File: src/rtl/uart_tx_arb_if.sv
// Requester-side handshake bundle for uart_tx_arb: two request/data pairs,
// their accept pulses and the index of the requester owning the line.
interface uart_tx_arb_if;
    logic       req0;
    logic       req1;
    logic [7:0] data0;
    logic [7:0] data1;
    logic       ack0;
    logic       ack1;
    logic       grant;

    modport master (
        output req0, req1, data0, data1,
        input  ack0, ack1, grant
    );

    modport slave (
        input  req0, req1, data0, data1,
        output ack0, ack1, grant
    );
endinterface

File: src/rtl/uart_tx_arb.sv
// Two-requester round-robin UART transmitter: start, 8 data bits MSB first,
// optional even parity (macro UART_TX_PARITY_EN), STOP_BITS stop bits.
module uart_tx_arb #(
    parameter int DIV       = 16,
    parameter int STOP_BITS = 1
) (
    input  logic         clk_sample,
    input  logic         rst,
    uart_tx_arb_if.slave bus,
    output logic         serial_out,
    output logic         busy
);

    localparam int CW = $clog2(DIV);

    typedef enum logic [2:0] {
        IDLE,
        START,
        DATA,
`ifdef UART_TX_PARITY_EN
        PARITY,
`endif
        STOP
    } state_t;

    state_t          state_reg, state_next;
    logic [CW-1:0]   baud_reg, baud_next;
    logic [2:0]      bit_reg, bit_next;
    logic [7:0]      shift_reg, shift_next;
    logic            grant_reg, grant_next;
    logic            rr_reg, rr_next;
    logic            ack0_reg, ack0_next;
    logic            ack1_reg, ack1_next;
    logic            busy_reg, busy_next;
    logic            serial_reg, serial_next;
`ifdef UART_TX_PARITY_EN
    logic            parity_reg, parity_next;
`endif

    logic            baud_last;
    logic            pick;
    logic [7:0]      pick_data;

    always_ff @(posedge clk_sample or negedge rst) begin
        if (!rst) begin
            state_reg  <= IDLE;
            baud_reg   <= '0;
            bit_reg    <= '0;
            shift_reg  <= '0;
            grant_reg  <= 1'b0;
            rr_reg     <= 1'b0;
            ack0_reg   <= 1'b0;
            ack1_reg   <= 1'b0;
            busy_reg   <= 1'b0;
            serial_reg <= 1'b1;
`ifdef UART_TX_PARITY_EN
            parity_reg <= 1'b0;
`endif
        end else begin
            state_reg  <= state_next;
            baud_reg   <= baud_next;
            bit_reg    <= bit_next;
            shift_reg  <= shift_next;
            grant_reg  <= grant_next;
            rr_reg     <= rr_next;
            ack0_reg   <= ack0_next;
            ack1_reg   <= ack1_next;
            busy_reg   <= busy_next;
            serial_reg <= serial_next;
`ifdef UART_TX_PARITY_EN
            parity_reg <= parity_next;
`endif
        end
    end

    always_comb begin
        state_next  = state_reg;
        baud_next   = baud_reg;
        bit_next    = bit_reg;
        shift_next  = shift_reg;
        grant_next  = grant_reg;
        rr_next     = rr_reg;
        ack0_next   = 1'b0;
        ack1_next   = 1'b0;
        busy_next   = busy_reg;
        serial_next = serial_reg;
`ifdef UART_TX_PARITY_EN
        parity_next = parity_reg;
`endif
        baud_last = (baud_reg == CW'(DIV - 1));
        // rr_reg names the requester that wins a tie; it flips away from each winner
        pick      = (bus.req0 && bus.req1) ? rr_reg : bus.req1;
        pick_data = pick ? bus.data1 : bus.data0;

        if (state_reg != IDLE) begin
            baud_next = baud_last ? '0 : baud_reg + CW'(1);
        end

        case (state_reg)
            IDLE: begin
                baud_next   = '0;
                busy_next   = 1'b0;
                serial_next = 1'b1;
                if (bus.req0 || bus.req1) begin
                    state_next  = START;
                    shift_next  = pick_data;
                    grant_next  = pick;
                    rr_next     = ~pick;
                    ack0_next   = ~pick;
                    ack1_next   = pick;
                    busy_next   = 1'b1;
                    serial_next = 1'b0;
`ifdef UART_TX_PARITY_EN
                    parity_next = ^pick_data;
`endif
                end
            end
            START: begin
                if (baud_last) begin
                    state_next  = DATA;
                    bit_next    = '0;
                    serial_next = shift_reg[7];
                end
            end
            DATA: begin
                if (baud_last) begin
                    if (bit_reg == 3'd7) begin
                        bit_next = '0;
`ifdef UART_TX_PARITY_EN
                        state_next  = PARITY;
                        serial_next = parity_reg;
`else
                        state_next  = STOP;
                        serial_next = 1'b1;
`endif
                    end else begin
                        bit_next    = bit_reg + 3'd1;
                        shift_next  = {shift_reg[6:0], 1'b0};
                        serial_next = shift_reg[6];
                    end
                end
            end
`ifdef UART_TX_PARITY_EN
            PARITY: begin
                if (baud_last) begin
                    state_next  = STOP;
                    bit_next    = '0;
                    serial_next = 1'b1;
                end
            end
`endif
            STOP: begin
                if (baud_last) begin
                    if (bit_reg == 3'(STOP_BITS - 1)) begin
                        state_next  = IDLE;
                        busy_next   = 1'b0;
                        serial_next = 1'b1;
                    end else begin
                        bit_next = bit_reg + 3'd1;
                    end
                end
            end
            default: begin
                state_next  = IDLE;
                busy_next   = 1'b0;
                serial_next = 1'b1;
            end
        endcase
    end

    assign bus.ack0   = ack0_reg;
    assign bus.ack1   = ack1_reg;
    assign bus.grant  = grant_reg;
    assign serial_out = serial_reg;
    assign busy       = busy_reg;

endmodule

File: src/flat_wrapper.sv
// flat-port wrapper written by rule: the top's interface ports become plain ports
module uart_tx_arb_flat 
#(
    parameter int DIV       = 16,
    parameter int STOP_BITS = 1
)
  (clk_sample, rst, serial_out, busy, bus_req0, bus_req1, bus_data0, bus_data1, bus_ack0, bus_ack1, bus_grant);
  uart_tx_arb_if bus_i ();
  input  logic clk_sample;
  input  logic rst;
  output logic serial_out;
  output logic busy;
  input wire logic [$bits(bus_i.req0)-1:0] bus_req0;
  input wire logic [$bits(bus_i.req1)-1:0] bus_req1;
  input wire logic [$bits(bus_i.data0)-1:0] bus_data0;
  input wire logic [$bits(bus_i.data1)-1:0] bus_data1;
  output wire logic [$bits(bus_i.ack0)-1:0] bus_ack0;
  output wire logic [$bits(bus_i.ack1)-1:0] bus_ack1;
  output wire logic [$bits(bus_i.grant)-1:0] bus_grant;
  assign bus_i.req0 = bus_req0;
  assign bus_i.req1 = bus_req1;
  assign bus_i.data0 = bus_data0;
  assign bus_i.data1 = bus_data1;
  assign bus_ack0 = bus_i.ack0;
  assign bus_ack1 = bus_i.ack1;
  assign bus_grant = bus_i.grant;
  uart_tx_arb #(.DIV(DIV), .STOP_BITS(STOP_BITS)) u_core (.clk_sample(clk_sample), .rst(rst), .bus(bus_i), .serial_out(serial_out), .busy(busy));
endmodule
File: config.mk
export PLATFORM = sky130hd
export DESIGN_NAME = uart_tx_arb_flat
export DESIGN_NICKNAME = d
export VERILOG_FILES = /design/src/rtl/uart_tx_arb_if.sv /design/src/rtl/uart_tx_arb.sv /design/src/flat_wrapper.sv
export SDC_FILE = /design/constraint.sdc
export NUM_CORES = 1
export LEC_CHECK = 0
export ABC_AREA = 1
export BUFFER_PORTS_ARGS = -buffer_cell sky130_fd_sc_hd__buf_2
export CORE_MARGIN = 3
export CORE_UTILIZATION = 57
export DETAILED_ROUTE_END_ITERATION = 8
export PLACE_DENSITY = 0.81
export SLEW_MARGIN = 20
export SYNTH_ARGS = -nofsm -noshare
export SYNTH_HDL_FRONTEND = slang
export SYNTH_SLANG_ARGS = --single-unit
File: constraint.sdc
create_clock -name clk_sample -period 3.13 [get_ports clk_sample]
set_input_delay 0.7825 -clock clk_sample [delete_from_list [all_inputs] [get_ports clk_sample]]
set_output_delay 0.7825 -clock clk_sample [all_outputs]
set_load 0.05 [all_outputs]
Word-level counts from Yosys, hierarchy flattened. Cells that the tools add are included. W data, S select, Z words.

Add/sub/neg operators: 2. Bitwise operators: 2. Div/mod/pow operators: 0. Equality and inequality tests: 13. $lt $le $gt $ge: 0. Reduce and logical (&&, ||, !) cells: 15. Multipliers: 0. Multiplexer cells: 37. Shift-type cells: 0.

Operator list (number): $mux W3 (11); $mux W8 (4); $pmux W8 S2 (1); $mux W1 (14); $mux W4 (3); $ne A2 B1 Y1 const B (6); $pmux W3 S4 (1); $pmux W3 S3 (1); $reduce_and A4 Y1 (2); $eq A3 B2 Y1 const B (2); $logic_not A3 Y1 (2); $reduce_and A6 Y1 (1); $reduce_bool A3 Y1 (2); $reduce_and A5 Y1 (1); $add A4 B1 Y4 const B (1); $eq A4 B4 Y1 const B (1); $ne A2 B2 Y1 const B (2); $pmux W1 S4 (1); $reduce_bool A2 Y1 (2); $add A3 B1 Y3 const B (1); $eq A3 B1 Y1 const B (1); $eq A3 B3 Y1 const B (1); $pmux W1 S3 (1); $reduce_and A3 Y1 (1); 5 further kinds (6).

Register bits: 24. Bits in latches: 0. Logic and storage cells: 79. Output and inout bits: 5. Bits of input ports: 20. Memories kept: 0. Memory bits (read-only): 0. RAM bits: 0.

Depth between registers and ports, before layout. Gate-level depths: netlist (run 1).

Depth in word-level cells: 5. Gate-level depth with buffers: 9. Mapped depth without buffers: 9.

Worst setup path before layout (run 1). OpenSTA, ideal clock, no wires.

Path kind: input to register. Start: input port bus_req1. End: register u_core.shift_reg[6]. Required time: 3.013 ns. Buffers on the path: 1. Stages on the path: 8. Path slack: 1.576 ns. Arrival: 1.436 ns. Library setup time: 0.117 ns. Cells stage by stage: buf_4 nor2_1 nand2_1 nand2_4 nor2_8 inv_4 nand2_1 nand2_1.

Cells in the longest elaborated chain, start to end: 5. Elaborated cells on any way between the ends: 8. Those cells by class: eq/ne (1); mux (4); reduce/logical (3).

Ends and longest elaborated chain: start, declared (RTL line flat_wrapper.sv:14) `input wire logic [$bits(bus_i.req1)-1:0] bus_req1;`; $logic_and A1 B1 Y1 (RTL line uart_tx_arb.sv:92) `pick = (bus.req0 && bus.req1) ? rr_reg : bus.req1;`; $mux W1 (RTL line uart_tx_arb.sv:92); $mux W8 (RTL line uart_tx_arb.sv:93) `pick_data = pick ? bus.data1 : bus.data0;`; $mux W8 (RTL line uart_tx_arb.sv:104) `if (bus.req0 || bus.req1) begin`; $pmux W8 S2 (RTL line uart_tx_arb.sv:99) `case (state_reg)`; end signal, assigned (RTL line uart_tx_arb.sv:63) `shift_reg <= shift_next;`; end, declared (RTL line uart_tx_arb.sv:29) `logic [7:0] shift_reg, shift_next;`.

Several ways; a longest one is shown, not always the timed one. The select of a mux whose other input is x is not followed. A chain may end at the register's enable or synchronous reset.

Worst setup path after layout (run 1).
Start: register u_core.serial_reg (netlist: u_core.serial_out). End: output port serial_out.

RTL lines: start, declared (RTL line uart_tx_arb.sv:35) `logic serial_reg, serial_next;`; start signal, assigned (RTL line uart_tx_arb.sv:69) `serial_reg <= serial_next;`; end, declared (RTL line flat_wrapper.sv:11) `output logic serial_out;`.

No word-level cell between the ends.

==> reports/qor.txt, run 1 <==
result of the run = complete, no violations
worst setup margin = 1.24 ns
Row Count = 17
library cell occupying the most area in the post-synthesis netlist = dfrtp_1
routing usage on met3 = 2.68%
initial antenna violation count = 0
most instantiated flip-flop cell in the synthesis netlist = dfrtp_1
GRT Max-Usage Layer = met2
Clk pin slew, worst setup/hold paths = 0.13 ns
fraction of layout instances using a drive strength above 1 = 21.5%
number of synthesized register bits = 23
Reg-to-Reg Start = u_core.state_reg[0]
grt met2 use = 36.6%
Least-Margin Pin Slew = 0.508 ns
worst endpoint required time = 2.35 ns
crit end category = primary output
worst min path class = primary input to async pin
final net count = 229
CTS tree = yes
Peak VDD IR = 0.000555 V
count of final hold-check violations = 0
routed wire length per instance = 12.3 um
share of synthesized area occupied by flip-flops and latches = 42.3%
I/O Pins = 25
area of all sequential standard cells = 577 um^2
proportion of netlist area held by the largest area contributor = 40.3%
type of origin of the critical path = register
number of enable flip-flop cells after synthesis = 0
delay of the slowest cell on the worst path = 0.55 ns
number of cell instances on the worst register-to-register path = 9
grt ovf = 0
via count of the first global-routing pass = 1096
tightest slew margin relative to the limit = 65.8%
number of filler cells placed in the layout = 202
WHS = 0.408 ns
Synth Area per Inst = 7.80 um^2
reg2reg setup slack = 1.43 ns
Initial Util = 61.1%
# clock sinks = 23
WS Path Type = register to primary output
area grow syn2layout = 11.6%
number of CTS-inserted buffers = 3
yosys warns = 0
leading post-synthesis cells by instance count = nand2_1 (54), nand3_1 (27), dfrtp_1 (22), inv_1 (17), o21ai_0 (10)
worst path bufs/invs = 1
via/cell ratio = 5.22
Std-Cell Core Area = 2230 um^2
met1 Usage GRT = 27.4%
Synth Net Count = 203
clk_lat worst skew = 0.31 ns
total design power = 1.55 mW
ys async rst share = 100%
buffer depth of the longest clock path = 2
Port-buffer cells = 24
Overall Global Routing Usage = 21.1%
Setup violations, final = 0
die area = 3020 um^2
weighted congestion at the end of routability-driven global placement = 0.839
number of vias after detailed routing = 1191
sequence of cells on the critical path = buf_2
total length of routed wires = 2.81 mm
pin count of the biggest net entering global routing = 24
cell types occupying the most area after synthesis = dfrtp_1 (40%), nand2_1 (15%), nand3_1 (9.9%)
Distinct cells, synth = 24
Worst path top cell family by delay = flip-flops
most used standard cell by instance count after synthesis = nand2_1
max-cap viol count = 0
number of antenna diodes = 0
largest driver fanout on the critical path = 2
area of the mapped netlist = 1370 um^2
unrepaired setup endpoints after global routing = false
cell at the root of the clock tree = clkbuf_4
Inst Count DP = 224
die span in x = 54.9 um
time the worst path needs with I/O delays and setup = 1.89 ns
number of iterations in the first detailed-routing pass = 4
cell with the biggest individual delay on the critical path = dfstp_2
Die Height = 54.9 um
placement-stage worst setup slack = 1.31 ns
final worst clock skew = 0.00526 ns
leakage = 0.861 nW
endpoint of the worst register-to-register path = u_core.shift_reg[5]
Syn Inst Count = 175
total half-perimeter wirelength after legalization and detailed placement = 2.20 mm
Multi-input gate area = 687 um^2
postcts setup bufs = 0
final sum of negative setup slack = 0 ns
DRC = 0
quantity of gates resized following cts = 0
CTS Hold Bufs = 0
number of DRC violations after detailed-routing iteration 0 = 25
Max H-tree Level = 1
post-route antenna net violation count = 0
Largest register FFs = 8
FMAX = 0.528 GHz
signal arrival time at the worst endpoint = 1.11 ns
final count of pins violating max slew = 0
global-route wire length before repair = 4.63 mm
final period utilization = 60.5%
power density over the cells = 1010 nW/um^2
filler-free cell count of the finished design = 228
[cell type report]
cell class | instances | area share (%)
Clock inverter | 1 | 0.328
Multi-Input combinational cell | 129 | 45.1
Sequential cell | 23 | 37.8
Tap cell | 28 | 2.30
Timing Repair Buffer | 24 | 7.88
Clock buffer | 3 | 1.48
Inverter | 20 | 5.09
[cell usage in the layout (no fill, tap or decap)]
| cell | netlist | final |
|---|---|---|
| nand2_1 | 54 | 54 |
| nand3_1 | 27 | 27 |
| buf_2 | 1 | 24 |
| dfrtp_1 | 22 | 22 |
| inv_1 | 17 | 17 |
| o21ai_0 | 10 | 10 |
| ha_1 | 8 | 8 |
| nor2_1 | 7 | 7 |
| or2_2 | 4 | 4 |
| nand4_1 | 4 | 4 |
| a21oi_1 | 3 | 3 |
| nand2_2 | 3 | 3 |
| clkbuf_4 | 0 | 3 |
| inv_2 | 2 | 2 |
| nand2_4 | 2 | 2 |
| or2_1 | 2 | 2 |
| nand3_2 | 1 | 1 |
| xor2_1 | 1 | 1 |
| nor2_8 | 1 | 1 |
| inv_4 | 1 | 1 |
| a21boi_0 | 1 | 1 |
| o21a_1 | 1 | 1 |
| clkinv_2 | 0 | 1 |
| dfstp_2 | 1 | 1 |
[worst max path at each step]
stage / start / slack, ns / depth (start not counted) / to
after floorplan: bus_req1 / 1.58 / 8 / u_core.shift_reg[6]
after global placement: bus_req0 / 1.35 / 8 / u_core.shift_reg[0]
after detailed placement: bus_req0 / 1.31 / 8 / u_core.shift_reg[0]
after CTS: u_core.serial_out / 1.22 / 1 / serial_out
after global routing: u_core.serial_out / 1.20 / 1 / serial_out
final: u_core.serial_out / 1.24 / 1 / serial_out
[cells by family after synthesis]
family                     synth area share [%]
AOI/OAI and AO/OA                          5.87
xor gates and xnor gates                  0.642
adders and majority gates                  7.33
buffers and inverters                      7.42
DFF                                        42.3
and+or+nand+nor                            36.5
[metrics by stage]
step                utilization, %  area (um^2)
global route                  68.2         1520
detailed placement            67.0         1500
floorplan                        -         1370
global placement              67.0         1500
CTS                           68.2         1520
finish                        68.2         1520
[report_power, final]
group          switching, mW  leakage (nW)  internal (mW)
Sequential            0.0809         0.291          0.435
Combinational          0.598         0.553          0.291
Clock                 0.0931        0.0177         0.0478
Total                  0.772         0.861          0.774
[metal layers]
layer,share of wire (%),vias up
met5,0,-
met3,3.8,4
met1,46,557
met4,0.89,0
li1,-,612
met2,49,18
No activity file was read; power rests on OpenSTA's default activity.
==> run 2, diff against run 1 <==
--- a/config.mk
+++ b/config.mk
@@ -8,9 +8,9 @@
 export ABC_AREA = 1
 export BUFFER_PORTS_ARGS = -buffer_cell sky130_fd_sc_hd__buf_2
 export CORE_MARGIN = 3
-export CORE_UTILIZATION = 57
+export CORE_UTILIZATION = 54
 export DETAILED_ROUTE_END_ITERATION = 8
-export PLACE_DENSITY = 0.81
+export PLACE_DENSITY = 0.78
 export SLEW_MARGIN = 20
 export SYNTH_ARGS = -nofsm -noshare
 export SYNTH_HDL_FRONTEND = slang
==> constraint.sdc (replaced) <==
create_clock -name clk_sample -period 1.8 [get_ports clk_sample]
set_input_delay 0.45 -clock clk_sample [delete_from_list [all_inputs] [get_ports clk_sample]]
set_output_delay 0.45 -clock clk_sample [all_outputs]
set_load 0.05 [all_outputs]
==> run 2 against run 1 <==
Against the previous run: clock skew down 0.0026 ns; non-clock buffer count up 1; sequential power up 73%; first-iteration DRC count up 110%; clock power up 65%; worst setup slack worse by 1.1 ns; core utilization down 1.6 points; register-to-register slack worse by 1.2 ns; highest routed layer unchanged.
==> reports/qor.txt, run 2 (synthesized netlist as in run 1, its figures left out) <==
worst min path class = primary input to async pin
time the worst path needs with I/O delays and setup = 1.62 ns
Overall Global Routing Usage = 18.4% (-2.7 points)
CTS Hold Bufs = 0 (unchanged)
top layer in use = met4
area grow syn2layout = 12.2%
Post-Route M1 WL = 1.25 mm (-3.4%)
CP startpoint = u_core.state_reg[0]
die area = 3170 um^2 (+5.0%)
count of final hold-check violations = 0 (unchanged)
weighted congestion at the end of routability-driven global placement = 0.813 (-3.1%)
leakage = 0.866 nW (+0.54%)
crit end category = register
largest driver fanout on the critical path = 15 (+13)
final sum of negative setup slack = 0 ns (unchanged)
type of origin of the critical path = register
DRC = 0 (unchanged)
final worst clock skew = 0.00263 ns (-0.00263 ns)
length of routed met2 wiring = 1.40 mm (+0.72%)
Setup violations, final = 0 (unchanged)
clk_lat worst skew = 0.31 ns (about the same)
Peak VDD IR = 0.00108 V (+95%)
I/O Pins = 25 (unchanged)
pin count of the biggest net entering global routing = 24 (unchanged)
routed wire length per instance = 12.4 um (+0.48%)
# clock sinks = 23 (unchanged)
final count of pins violating max slew = 0 (unchanged)
CTS tree = yes
die span in x = 56.3 um (+2.4%)
WS Path Type = register to register
total design power = 2.69 mW (+74%)
power density over the cells = 1760 nW/um^2 (+73%)
number of CTS-inserted buffers = 3 (unchanged)
Port-buffer cells = 24 (unchanged)
number of DRC violations after detailed-routing iteration 0 = 52 (+110%)
total length of routed wires = 2.84 mm (+0.92%)
grt ovf = 0 (unchanged)
quantity of gates resized following cts = 0 (unchanged)
global-route wire length before repair = 4.60 mm (-0.58%)
most frequent standard cell in the layout excluding fill and tap cells = nand2_1
via count of the first global-routing pass = 1071 (-2.3%)
tightest slew margin relative to the limit = 63.7% (-2.1 points)
initial antenna violation count = 0 (unchanged)
Initial Util = 59.4% (-1.7 points)
postcts setup bufs = 0 (unchanged)
cell at the root of the clock tree = clkbuf_4
Least-Margin Pin Slew = 0.539 ns (+0.0307 ns)
fraction of layout instances using a drive strength above 1 = 21.9% (+0.39 points)
number of vias after detailed routing = 1210 (+1.6%)
Die Height = 56.3 um (+2.4%)
post-route antenna net violation count = 0 (unchanged)
via/cell ratio = 5.28 (+1.2%)
total half-perimeter wirelength after legalization and detailed placement = 2.28 mm (+3.4%)
unrepaired setup endpoints after global routing = false
Reg-to-Reg Start = u_core.state_reg[0]
Row Count = 17 (unchanged)
commonest non-fill, non-tap cells in the layout = nand2_1 (54), nand3_1 (27), buf_2 (24)
number of antenna diodes = 0 (unchanged)
final net count = 230 (+0.44%)
total length of routed met3 wires = 170 um (+59%)
Clk pin slew, worst setup/hold paths = 0.12 ns (about the same)
result of the run = complete, no violations
final period utilization = 89.9%
buffer depth of the longest clock path = 2 (unchanged)
max-cap viol count = 0 (unchanged)
Largest register FFs = 8 (unchanged)
FMAX = 0.618 GHz
signal arrival time at the worst endpoint = 1.83 ns (+0.72 ns)
Std-Cell Core Area = 2300 um^2 (+2.9%)
number of iterations in the first detailed-routing pass = 4 (unchanged)
Max H-tree Level = 1 (unchanged)
worst endpoint required time = 2.01 ns (-0.34 ns)
-- run 2: path summary, 6_finish.rpt --
check | to | slack (ns) | cells past startpoint
worst max register to register | u_core.shift_reg[5] | 0.18 | 9
min in group clk_sample | u_core.shift_reg[6] | 0.47 | 5
max in group asynchronous | u_core.serial_out | 1.35 | 1
worst max-delay path | u_core.shift_reg[5] | 0.18 | 9
worst min-delay path | u_core.rr_reg | 0.09 | 1
worst min register to register | u_core.baud_reg[0] | 0.47 | 1
-- run 2: layout make-up --
cell class	count	area, um^2
well taps	28	35.0
fillers	196	766
multi-input cells	129	687
clock inverters	1	5.00
inverters	20	77.6
clock buffers	3	22.5
flip-flops and latches	23	577
repair buffers	25	128
-- run 2: worst max-delay path: stages (launching register included) --
cell	delay (ns)
dfrtp_1	0.43
inv_1	0.09
ha_1	0.29
inv_2	0.16
nand2_2	0.13
nand2_4	0.07
nor2_8	0.17
inv_4	0.07
nand2_1	0.06
nand2_1	0.05
-- run 2: where the power goes --
group          switching [mW]  internal [mW]
combinational            1.04          0.522
clock                   0.150         0.0829
sequential              0.137          0.758
total                    1.33           1.36
-- run 2: per-stage QoR --
step	cell area [um^2]	util, %	cells	hold slack, ns	setup WS [ns]
2_1_floorplan	1370	-	175	0.154	0.413
3_3_place_gp	1500	65.5	225	0.442	0.274
3_5_place_dp	1500	65.5	225	0.449	0.200
4_1_cts	1530	66.7	229	0.0926	0.193
5_1_grt	1530	66.7	229	0.110	0.00429
6_report	1530	66.7	229	0.0896	0.182
-- run 2: per-layer routing --
metal  up-vias  global-route usage (%)
met1       553                    23.8
met2        38                    31.1
met5         -                       0
met3         4                    3.68
met4         0                    5.76
li1        615                       -
